$ cat src/rtl/fixed_point_unit_arbiter_pkg.sv
// ============================================================================
// fixed_point_unit_arbiter_pkg: opcodes and arbiter state encoding shared by
// the fixed-point unit arbiter. Rev 1.0
// ============================================================================
`default_nettype none

package fixed_point_unit_arbiter_pkg;

  localparam logic [1:0] FPU_ADD  = 2'd0;
  localparam logic [1:0] FPU_SUB  = 2'd1;
  localparam logic [1:0] FPU_MUL  = 2'd2;
  localparam logic [1:0] FPU_SQRT = 2'd3;

  typedef enum logic [1:0] {
    ARB_IDLE = 2'd0,
    ARB_BUSY = 2'd1,
    ARB_RESP = 2'd2
  } arb_state_t;

endpackage

`default_nettype wire

$ cat src/rtl/fixed_point_unit_arbiter_rr_arbiter_2.sv
// ============================================================================
// rr_arbiter_2: combinational two-way round-robin grant (one-hot).
// Rev 1.0
// ============================================================================
`default_nettype none

module rr_arbiter_2 (
  input  logic [1:0] valid,
  input  logic       rr_ptr,
  output logic [1:0] grant
);

  always_comb begin
    grant = valid;
    if (&valid) begin
      grant = rr_ptr ? 2'b10 : 2'b01;
    end
  end

endmodule

`default_nettype wire

$ cat src/rtl/fixed_point_unit_arbiter.sv
// ============================================================================
// fixed_point_unit_arbiter: shares one fixed-point unit between two requesters
// with round-robin grant, operand hold, one-cycle response and watchdog abort.
// Rev 1.0
// ============================================================================
`default_nettype none

module fixed_point_unit_arbiter
  import fixed_point_unit_arbiter_pkg::*;
#(
  parameter int WIDTH          = 32,
  parameter int FBITS          = 10,
  parameter int TIMEOUT_CYCLES = 64
) (
  input  logic               clk,
  input  logic               reset,
  input  logic [1:0]         req_valid,
  output logic [1:0]         req_ready,
  input  logic [2*WIDTH-1:0] req_operand_1,
  input  logic [2*WIDTH-1:0] req_operand_2,
  input  logic [3:0]         req_operation,
  output logic [1:0]         resp_valid,
  output logic [WIDTH-1:0]   resp_result,
  output logic               resp_error,
  output logic [WIDTH-1:0]   fpu_operand_1,
  output logic [WIDTH-1:0]   fpu_operand_2,
  output logic [1:0]         fpu_operation,
  output logic               fpu_enable,
  input  logic [WIDTH-1:0]   fpu_result,
  input  logic               fpu_ready,
  output logic               busy
);

  localparam int               CNT_W    = $clog2(TIMEOUT_CYCLES);
  localparam logic [CNT_W-1:0] CNT_LAST = CNT_W'(TIMEOUT_CYCLES - 1);

  // FBITS only describes the unit's format; reject nonsensical combinations early.
  if (FBITS >= WIDTH || TIMEOUT_CYCLES < 2) begin : g_param_check
    $error("fixed_point_unit_arbiter: illegal FBITS/TIMEOUT_CYCLES");
  end

  arb_state_t       state, next_state;
  logic             rr_ptr;
  logic             owner;
  logic [CNT_W-1:0] counter;
  logic [1:0]       grant;
  logic             accept;
  logic             gsel;
  logic             timeout;

  rr_arbiter_2 u_rr (
    .valid  (req_valid),
    .rr_ptr (rr_ptr),
    .grant  (grant)
  );

  assign gsel    = grant[1];
  assign accept  = |(req_valid & req_ready);
  assign timeout = (counter == CNT_LAST);
  assign busy    = (state != ARB_IDLE);

  always_ff @(posedge clk or negedge reset) begin
    if (!reset) state <= ARB_IDLE;
    else        state <= next_state;
  end

  always_comb begin
    next_state = state;
    req_ready  = 2'b00;
    resp_valid = 2'b00;
    unique case (state)
      ARB_IDLE: begin
        req_ready = grant;
        if (accept) next_state = ARB_BUSY;
      end
      ARB_BUSY: begin
        if (fpu_ready || timeout) next_state = ARB_RESP;
      end
      ARB_RESP: begin
        resp_valid = owner ? 2'b10 : 2'b01;
        next_state = ARB_IDLE;
      end
      default: next_state = ARB_IDLE;
    endcase
  end

  always_ff @(posedge clk or negedge reset) begin
    if (!reset) begin
      rr_ptr        <= 1'b0;
      owner         <= 1'b0;
      counter       <= '0;
      fpu_operand_1 <= '0;
      fpu_operand_2 <= '0;
      fpu_operation <= 2'b00;
      fpu_enable    <= 1'b0;
      resp_result   <= '0;
      resp_error    <= 1'b0;
    end else if (state == ARB_IDLE) begin
      if (accept) begin
        fpu_operand_1 <= gsel ? req_operand_1[2*WIDTH-1:WIDTH] : req_operand_1[WIDTH-1:0];
        fpu_operand_2 <= gsel ? req_operand_2[2*WIDTH-1:WIDTH] : req_operand_2[WIDTH-1:0];
        fpu_operation <= gsel ? req_operation[3:2] : req_operation[1:0];
        owner         <= gsel;
        rr_ptr        <= ~gsel;
        fpu_enable    <= 1'b1;
        counter       <= '0;
      end
    end else if (state == ARB_BUSY) begin
      counter <= counter + 1'b1;
      // A result arriving on the final watchdog cycle still wins over the abort.
      if (fpu_ready) begin
        resp_result <= fpu_result;
        resp_error  <= 1'b0;
        fpu_enable  <= 1'b0;
      end else if (timeout) begin
        resp_result <= '0;
        resp_error  <= 1'b1;
        fpu_enable  <= 1'b0;
      end
    end
  end

endmodule

`default_nettype wire

$ cat config.mk
export PLATFORM = sky130hd
export DESIGN_NAME = fixed_point_unit_arbiter
export DESIGN_NICKNAME = d
export VERILOG_FILES = /design/src/rtl/fixed_point_unit_arbiter_pkg.sv /design/src/rtl/fixed_point_unit_arbiter_rr_arbiter_2.sv /design/src/rtl/fixed_point_unit_arbiter.sv
export SDC_FILE = /design/constraint.sdc
export NUM_CORES = 1
export LEC_CHECK = 0
export ABC_AREA = 1
export CAP_MARGIN = 40
export CORE_MARGIN = 2
export CORE_UTILIZATION = 38
export DETAILED_ROUTE_END_ITERATION = 12
export PLACE_DENSITY = 0.81
export SYNTH_ARGS = -nofsm -noshare
export SYNTH_HDL_FRONTEND = slang
export SYNTH_SLANG_ARGS = --single-unit
export TNS_END_PERCENT = 30
$ cat constraint.sdc
create_clock -name clk -period 1.7 [get_ports clk]
set_input_delay 0.34 -clock clk [delete_from_list [all_inputs] [get_ports clk]]
set_output_delay 0.34 -clock clk [all_outputs]
set_load 0.01 [all_outputs]
==> out/metrics.cfg, run 1 <==
[setup_path]
crit_buf_inv = 3
critPathSlowestCell = dfrtp_1
arrival_ps = 1300
end_kind = output port
cp.required_ps = 1360
crit_type = register to output port
cp_max_fo = 5
critical_path.max_stage_delay_ps = 400
critPathLaunchType = register
crit_family = buffers and inverters
crit_chain = inv_2 -> nand2_4 -> buf_4 -> clkdlybuf4s15_1

[pwr]
ir_drop_mv = 0.901
total_power_mw = 13.2
pwr_density_cell_mw_per_mm2 = 1620
leakage_nw = 3.84

[global_route]
grt_max_degree = 57
grt_pass1_vias = 4498
antenna_found_initial = 0
grt-ovfl-total = 0
groute.usage.overall_pct = 21.1
grt_pass1_wl_mm = 22.2

[yosys]
syn_avg_cell_area_um2 = 8.30
postSynthNetCount = 749
seq_area_frac_synth_pct = 57.3
ys_warn_count = 0
syn_inst = 579
syn-cell-area_mm2 = 0.00481
synth_cell_types = 24
ys_seq_elements = 110

[floorplan]
rows = 41
initial_core_util_pct = 38.6
design.die.area_mm2 = 0.0136
pin_count = 274
chipWidth_um = 116
die_h_um = 116
coreArea_mm2 = 0.0125

[placed_design]
dp_cells = 1021
place_congestion = 0.855
dp_hpwl_mm = 11.2
io_buffers = 273

[layout]
syn2layout_area_growth_pct = 70.1
final_nets = 1032
final_cell_mix = nand2_1 (280), clkdlybuf4s50_1 (265), dfrtp_1 (110)
fin_cells = 1039
fillers = 1039
drive_gt1_share_pct = 7.15
antenna_cells = 0
layout_commonest_cell = nand2_1

[cts]
clk_latency_ps = 350
clockRootBuffer = clkbuf_16
htree_levels = 3
cts_sinks = 110
numCtsBuffers = 9
clock_path_buffers = 2
clkSlewWorstSetupHoldPaths_ps = 70
cts_tree = yes

[drt]
drt_first_pass_iters = 5
via_count = 4889
wl_per_cell_um = 14.3
drcViolationCount = 0
drtIter0Drc = 307
routed_wl_mm = 14.9
antenna_left = 0
vias_per_cell = 4.71

[sta]
setup_viol = 0
finalHoldViolCount = 0
rsz0062_at_grt = false
final_period_minus_worst_setup_slack_ps = 1640
fin_crit_sh_pct = 96.3
clock_skew_ps = 6.53
max_freq_mhz = 611
worst_pin_slew_ps = 537
drv_slew = 0
maxSlewHeadroom_pct = 64.0
timing.setup.tns_ps = 0

[worst_hold_path]
hold_class = primary input to asynchronous set/reset pin

[flow_run]
drv_cap = 0

[run_status]
status = completed

==> Yosys cell counts (all sizes together) <==
library cell | count | share of area (%)
clkbuf | 9 | 0.70
buf | 24 | 3.1
nand3 | 96 | 10
nor2 | 5 | 0.60
o21ai | 5 | 0.68
nand2 | 281 | 22
inv | 25 | 2.0
o22ai | 1 | 0.13
dfrtp | 110 | 57
nor3 | 3 | 0.31
a31oi | 1 | 0.13
ha | 1 | 0.26
nand4 | 4 | 0.52
o21bai | 1 | 0.16
o31ai | 1 | 0.16
o211ai | 12 | 2.0
==> area by class of cell <==
type | count | area (um2) | share of cell area, %
Clock inverter | 4 | 52.6 | 0.642
Clock buffer | 12 | 256 | 3.14
Inverter | 25 | 93.8 | 1.15
Sequential cell | 110 | 2750 | 33.7
Timing Repair Buffer | 305 | 3030 | 37.0
Tap cell | 172 | 215 | 2.63
Multi-Input combinational cell | 411 | 1780 | 21.8
==> timing repair <==
item	CTS	global route
hold endpoints to repair	22	0
buffers inserted	1	0
pin swaps	2	0
gates resized for setup	19	6
setup endpoints to repair	5	18
hold buffers	1	0
==> state kept, by name (all words and copies together) (netlist names) <==
register and count:
counter 6, fpu_enable 1, fpu_operand_1 32, fpu_operand_2 32, fpu_operation 2, owner 1, resp_error 1, resp_result 32
rr_ptr 1, state 2
==> worst paths after layout <==
| kind | end | from | cells past startpoint | slack (ps) |
|---|---|---|---|---|
| worst min-delay path | resp_result[15]$_DFFE_PN0P_ | reset | 2 | 440 |
| worst max-delay path | busy | state[0]$_DFFE_PN0P_ | 4 | 60 |
| worst min register to register | resp_result[29]$_DFFE_PN0P_ | resp_result[29]$_DFFE_PN0P_ | 2 | 470 |
| min in group clk | resp_result[29]$_DFFE_PN0P_ | resp_result[29]$_DFFE_PN0P_ | 2 | 470 |
| worst max register to register | fpu_operand_1[19]$_DFFE_PN0P_ | state[0]$_DFFE_PN0P_ | 8 | 100 |
| max in group asynchronous | fpu_operation[0]$_DFFE_PN0P_ | reset | 3 | 700 |
==> kinds of logic (layout without fill, tap and decap cells) <==
kind of cell | Yosys count | count (layout) | share of synthesized area (%)
flip-flops | 110 | 110 | 57.3
AND/OR/NAND/NOR | 389 | 389 | 33.5
buffers and inverters | 58 | 346 | 5.73
AO/OA/AOI/OAI | 21 | 21 | 3.23
adder cells (fa/ha/maj) | 1 | 1 | 0.260
==> power by group <==
group	switching [mW]	leakage [nW]	internal, mW
clock	0.955	0.154	1.23
combinational	3.09	2.32	3.46
sequential	0.664	1.36	3.84
total	4.71	3.84	8.54
==> per-layer routing <==
layer	GRT usage (%)	part of all wire, %	wire [um]
met5	0	0	0
met4	9.68	3.2	473
met3	7.11	9.5	1420
met2	35.0	48	7100
met1	24.8	40	5900
==> through the flow <==
| step | utilization (%) | hold WS (ps) | setup slack [ps] | instance area (um2) |
|---|---|---|---|---|
| 3_3_place_gp | 63.1 | 270 | -273 | 7870 |
| 2_1_floorplan | - | 44.4 | 311 | 4810 |
| 6_report | 65.6 | 437 | 63.1 | 8180 |
| 5_1_grt | 65.6 | 446 | 14.8 | 8180 |
| 3_5_place_dp | 63.1 | 269 | -325 | 7870 |
| 4_1_cts | 65.7 | 432 | 1.34 | 8190 |
No activity file was read; power rests on OpenSTA's default activity.
==> run 2, diff against run 1 <==
- CORE_UTILIZATION: 38 -> 40
- PLACE_DENSITY: 0.81 -> 0.82
- SYNTH_HIERARCHICAL: not set -> 1
==> run 2 against run 1 <==
  * Hold slack better by 23 ps
  * Die area grew 2.6%
  * Via count is 10% higher
  * Clock skew up 1.1 ps
  * Sequential power is essentially flat
==> out/metrics.cfg, run 2 <==
[setup_path]
crit_chain = clkdlybuf4s50_1
crit_buf_inv = 1
crit_type = register to output port
cp_max_fo = 2
critPathSlowestCell = clkdlybuf4s50_1
crit_family = buffers and inverters
critPathLaunchType = register
critical_path.max_stage_delay_ps = 570
end_kind = output port
cp.required_ps = 1360
arrival_ps = 1300

[layout]
finish.utilization_pct = 67.3
layout_commonest_cell = nand2_1
fin_cells = 1159
antenna_cells = 0
final_nets = 1152
multi_input_area_mm2 = 0.00221
drive_gt1_share_pct = 5.78
final_cell_mix = nand2_1 (482), clkdlybuf4s50_1 (265), dfrtp_1 (109)
fillers = 1107
reg_top3 = fpu_operand_1: 32 flops, fpu_operand_2: 32 flops, resp_result: 32 flops
seq_area_mm2 = 0.00275
finish.instance_area_mm2 = 0.00853
syn2layout_area_growth_pct = 64.1

[pwr]
total_power_mw = 12.6
cellInternalPower_mw = 8.14
p_clk_share_pct = 18.5
power_switching_mw = 4.50
ir_drop_mv = 0.615
pwr-share-seq_pct = 35.6
leakage_nw = 4.34
combPwrFrac_pct = 45.9
sw_frac_of_total_pct = 35.6
pwr_density_cell_mw_per_mm2 = 1480

[sta]
maxSlewHeadroom_pct = 61.1
finalHoldViolCount = 0
drv_slew = 0
clock_skew_ps = 7.68
setup_viol = 0
rsz0062_at_grt = false
fin_crit_sh_pct = 96.2
final_period_minus_worst_setup_slack_ps = 1640
max_freq_mhz = 612
worst_pin_slew_ps = 583
timing.setup.tns_ps = 0
fin_ws_ps = 64.8
hold_ws_ps = 461

[floorplan]
chipWidth_um = 118
die_h_um = 118
rows = 41
design.die.area_mm2 = 0.0139
initial_core_util_pct = 41.0
coreArea_mm2 = 0.0127
pin_count = 274

[yosys]
syn_inst = 713
synth_cell_types = 20
synth_top_area_cell = dfrtp_1
synth_compound_area_share_pct = 0.722
syn-cell-area_mm2 = 0.00520
seq_area_frac_synth_pct = 52.9
synth_area_leaders = dfrtp_1 (53%), nand2_1 (35%), nand3_1 (3.7%)
synthMuxAreaShare_pct = 0
syn_avg_cell_area_um2 = 7.29
synthTopCellsByCount = nand2_1 (483), dfrtp_1 (110), nand3_1 (38), buf_2 (27), inv_1 (10)
synth-simple-area-share_pct = 41.3
synth_top_family_by_area = simple AND/OR/NAND/NOR gates
ys_warn_count = 6
synth.most_common_cell = nand2_1
yosysTopAreaCellShare_pct = 52.9
async_reset_ff_share_pct = 100
synth_ff_type = dfrtp_1
synthAdderAreaFrac_pct = 0.241
synth_edf_count = 0
synth_xor_area_share_pct = 0
ys_seq_elements = 110
postSynthNetCount = 883

[cts]
clock_path_buffers = 2
numCtsBuffers = 9
cts_tree = yes
clk_latency_ps = 350
clkSlewWorstSetupHoldPaths_ps = 80
clockRootBuffer = clkbuf_16
cts_sinks = 110
htree_levels = 3

[drt]
drcViolationCount = 0
antenna_left = 0
drt_first_pass_iters = 4
vias_per_cell = 4.65
wl_per_cell_um = 13.8
routed_wl_mm = 16.0
via_count = 5393
drtIter0Drc = 347

[placed_design]
place_congestion = 0.842
io_buffers = 273
dp_cells = 1142
dp_hpwl_mm = 11.8
pre_cts_slack_ps = -456
place_area_mm2 = 0.00820

[flow_run]
drv_cap = 0

[global_route]
grt_max_degree = 58
grt_pass1_wl_mm = 26.0
grt_pass1_vias = 5264
groute.usage.overall_pct = 23.1
antenna_found_initial = 0
grt-ovfl-total = 0

[run_status]
status = completed

[worst_hold_path]
hold_class = primary input to asynchronous set/reset pin

-- run 2: worst paths after layout --
kind	start	endpoint	slack (ps)	cells after the start
max	fpu_operand_2[9]$_DFFE_PN0P_	fpu_operand_2[9]	60	1
min	reset	resp_result[3]$_DFFE_PN0P_	460	2
max reg2reg	rr_ptr$_DFFE_PN0P_	fpu_operand_2[19]$_DFFE_PN0P_	160	9
min reg2reg	fpu_operand_1[26]$_DFFE_PN0P_	fpu_operand_1[26]$_DFFE_PN0P_	470	2
max in group asynchronous	reset	state[0]$_DFFE_PN0P_	710	3
min in group clk	fpu_operand_1[26]$_DFFE_PN0P_	fpu_operand_1[26]$_DFFE_PN0P_	470	2
-- run 2: per-layer routing --
layer	track usage (%)	routed length, um
met1	27.7	6590
met3	4.70	992
met5	0	0
met2	41.0	8120
met4	8.58	323
-- run 2: cell families (layout without fill, tap and decap cells) --
logic type	after synthesis	in the layout
compound gates	7	7
fa+ha+maj	1	1
buf+inv	52	326
flops	110	110
simple gates	543	543
-- run 2: area by class of cell --
cell class | count | share of cell area, %
multi-input cells | 551 | 25.9
clock inverters | 7 | 1.22
flip-flops and latches | 110 | 32.3
repair buffers | 296 | 34.9
inverters | 14 | 0.616
well taps | 172 | 2.52
clock buffers | 9 | 2.64
-- run 2: power by group through the flow --
| stage | combinational (mW) | clock [mW] | sequential [mW] |
|---|---|---|---|
| CTS | 5.90 | 2.37 | 4.50 |
| floorplan | 1.96 | 0 | 4.98 |
| finish | 5.81 | 2.34 | 4.50 |
| global route | 6.38 | 2.48 | 4.64 |
| detailed placement | 5.89 | 0 | 4.52 |
| global placement | 5.80 | 0 | 4.47 |
-- run 2: what timing repair did --
item | 4_1_cts | 5_1_grt
pin swaps | 0 | 0
buffers inserted | 0 | 0
hold buffers | 1 | 0
setup endpoints to repair | 5 | 3
gates cloned | 0 | 0
resized for setup | 10 | 8
hold endpoints to repair | 18 | 0
==> run 3, diff against run 2 <==
- TNS_END_PERCENT: 30 -> not set
==> run 3 against run 2 <==
  * Final cell count about the same
  * Setup slack worse by 0.77 ps
  * Critical path depth unchanged
  * Sequential share of layout area about the same
  * Clock power about the same
  * Via count up 0.43%
  * Clock skew down 1.4 ps
  * Register-to-register slack worse by 30 ps
  * Utilization up 0.059 points
  * First-iteration DRC count up 0.86%
  * Sequential cell count unchanged
==> out/metrics.cfg, run 3 (same netlist as run 2, synthesis figures left out) <==
[setup_path]
arrival_ps = 1300
crit_buf_inv = 1
r2r-start = rr_ptr$_DFFE_PN0P_
r2r-end = fpu_operand_1[25]$_DFFE_PN0P_
rr_worst_depth = 7
critical_path.max_stage_delay_ps = 570
critPathLaunchType = register
crit_family = buffers and inverters
cp_max_fo = 2
crit_chain = clkdlybuf4s50_1
r2r_slack_ps = 130
end_kind = output port
cp.required_ps = 1360
critPathSlowestCell = clkdlybuf4s50_1
crit_type = register to output port

[cts]
clockRootBuffer = clkbuf_16
clock_path_buffers = 2
cts_tree = yes
cts_sinks = 110
clk_latency_ps = 350
htree_levels = 3
numCtsBuffers = 9
clkSlewWorstSetupHoldPaths_ps = 70

[layout]
seq_area_mm2 = 0.00275
drive_gt1_share_pct = 5.87
finish.utilization_pct = 67.4
antenna_cells = 0
final_cell_mix = nand2_1 (482), clkdlybuf4s50_1 (265), dfrtp_1 (109)
layout_commonest_cell = nand2_1
fin_cells = 1160
reg_top3 = fpu_operand_1: 32 flops, fpu_operand_2: 32 flops, resp_result: 32 flops
fillers = 1107
syn2layout_area_growth_pct = 64.2
final_nets = 1153
multi_input_area_mm2 = 0.00221

[worst_hold_path]
hold_class = primary input to asynchronous set/reset pin

[pwr]
ir_drop_mv = 0.616
leakage_nw = 4.35
pwr_density_cell_mw_per_mm2 = 1480

[placed_design]
io_buffers = 273
place_congestion = 0.842
dp_hpwl_mm = 11.8
dp_cells = 1142

[global_route]
grt_pass1_vias = 5269
groute.usage.overall_pct = 23.1
grt_pass1_wl_mm = 26.1
grt_max_degree = 58
antenna_found_initial = 0
grt-ovfl-total = 0

[drt]
drt_first_pass_iters = 4
antenna_left = 0
drcViolationCount = 0
wl_per_cell_um = 13.8
routed_wl_mm = 16.0
vias_per_cell = 4.67
drtIter0Drc = 350
via_count = 5416

[sta]
rsz0062_at_grt = false
max_freq_mhz = 611
finalHoldViolCount = 0
maxSlewHeadroom_pct = 61.2
fin_crit_sh_pct = 96.2
drv_slew = 0
worst_pin_slew_ps = 581
setup_viol = 0
final_period_minus_worst_setup_slack_ps = 1640
clock_skew_ps = 6.32

[floorplan]
chipWidth_um = 118
rows = 41
initial_core_util_pct = 41.0
die_h_um = 118
coreArea_mm2 = 0.0127
pin_count = 274
design.die.area_mm2 = 0.0139

[flow_run]
drv_cap = 0

[run_status]
status = completed

[run 3: cell types whose count changed in the layout (fill, tap and decap cells not counted)]
cell   change
buf_4      +1
[run 3: worst max-delay path by stage]
stage                                             from                            end  slack, ps  depth (start not counted)
after floorplan                           req_valid[0]  fpu_operand_1[16]$_DFFE_PN0P_        300                         11
after global placement                    req_valid[0]                   req_ready[0]       -370                          6
after detailed placement                  req_valid[0]                   req_ready[0]       -460                          6
after CTS                           rr_ptr$_DFFE_PN0P_                   req_ready[0]         10                          4
after global routing                rr_ptr$_DFFE_PN0P_  fpu_operand_1[25]$_DFFE_PN0P_         20                          7
final                     fpu_operand_2[9]$_DFFE_PN0P_               fpu_operand_2[9]         60                          1
[run 3: metrics by stage]
| stage | setup TNS (ps) | area (um2) | hold slack (ps) | total power [mW] | setup WS [ps] |
|---|---|---|---|---|---|
| floorplan | 0 | 5200 | 44.4 | 6.94 | 299 |
| global placement | -18920 | 8200 | 259 | 10.3 | -374 |
| detailed placement | -23530 | 8200 | 257 | 10.4 | -456 |
| CTS | 0 | 8540 | 425 | 12.8 | 13.1 |
| global route | 0 | 8540 | 469 | 13.5 | 20.4 |
| finish | 0 | 8540 | 458 | 12.7 | 64.0 |
[run 3: layout make-up]
class	count	area share, %
clock inverters	7	1.22
multi-input cells	551	25.8
inverters	14	0.616
clock buffers	9	2.64
repair buffers	297	34.9
well taps	172	2.52
flip-flops and latches	110	32.3
[run 3: power breakdown]
| group | internal [mW] | switching, mW |
|---|---|---|
| Sequential | 3.79 | 0.705 |
| Clock | 1.32 | 1.01 |
| Combinational | 3.05 | 2.78 |
[run 3: timing repair]
item                       4_1_cts  5_1_grt
pin swaps                        0        1
buffers inserted                 0        1
setup endpoints to repair        5        4
hold endpoints to repair        18        0
resized for setup               12        6
hold buffers                     1        0
[run 3: worst register-to-register path: stages (launching register included)]
cell     delay, ps
dfrtp_1        400
nand3_2         90
nand2_2        110
buf_4          470
nand2_1        140
nand2_1        160
nand2_1         80
nand2_1         70
[run 3: metal layers]
| layer | GRT usage, % | part of all wire [%] |
|---|---|---|
| met5 | 0 | 0 |
| met4 | 8.58 | 2.1 |
| met3 | 4.70 | 5.7 |
| met2 | 41.0 | 51 |
| met1 | 27.7 | 41 |
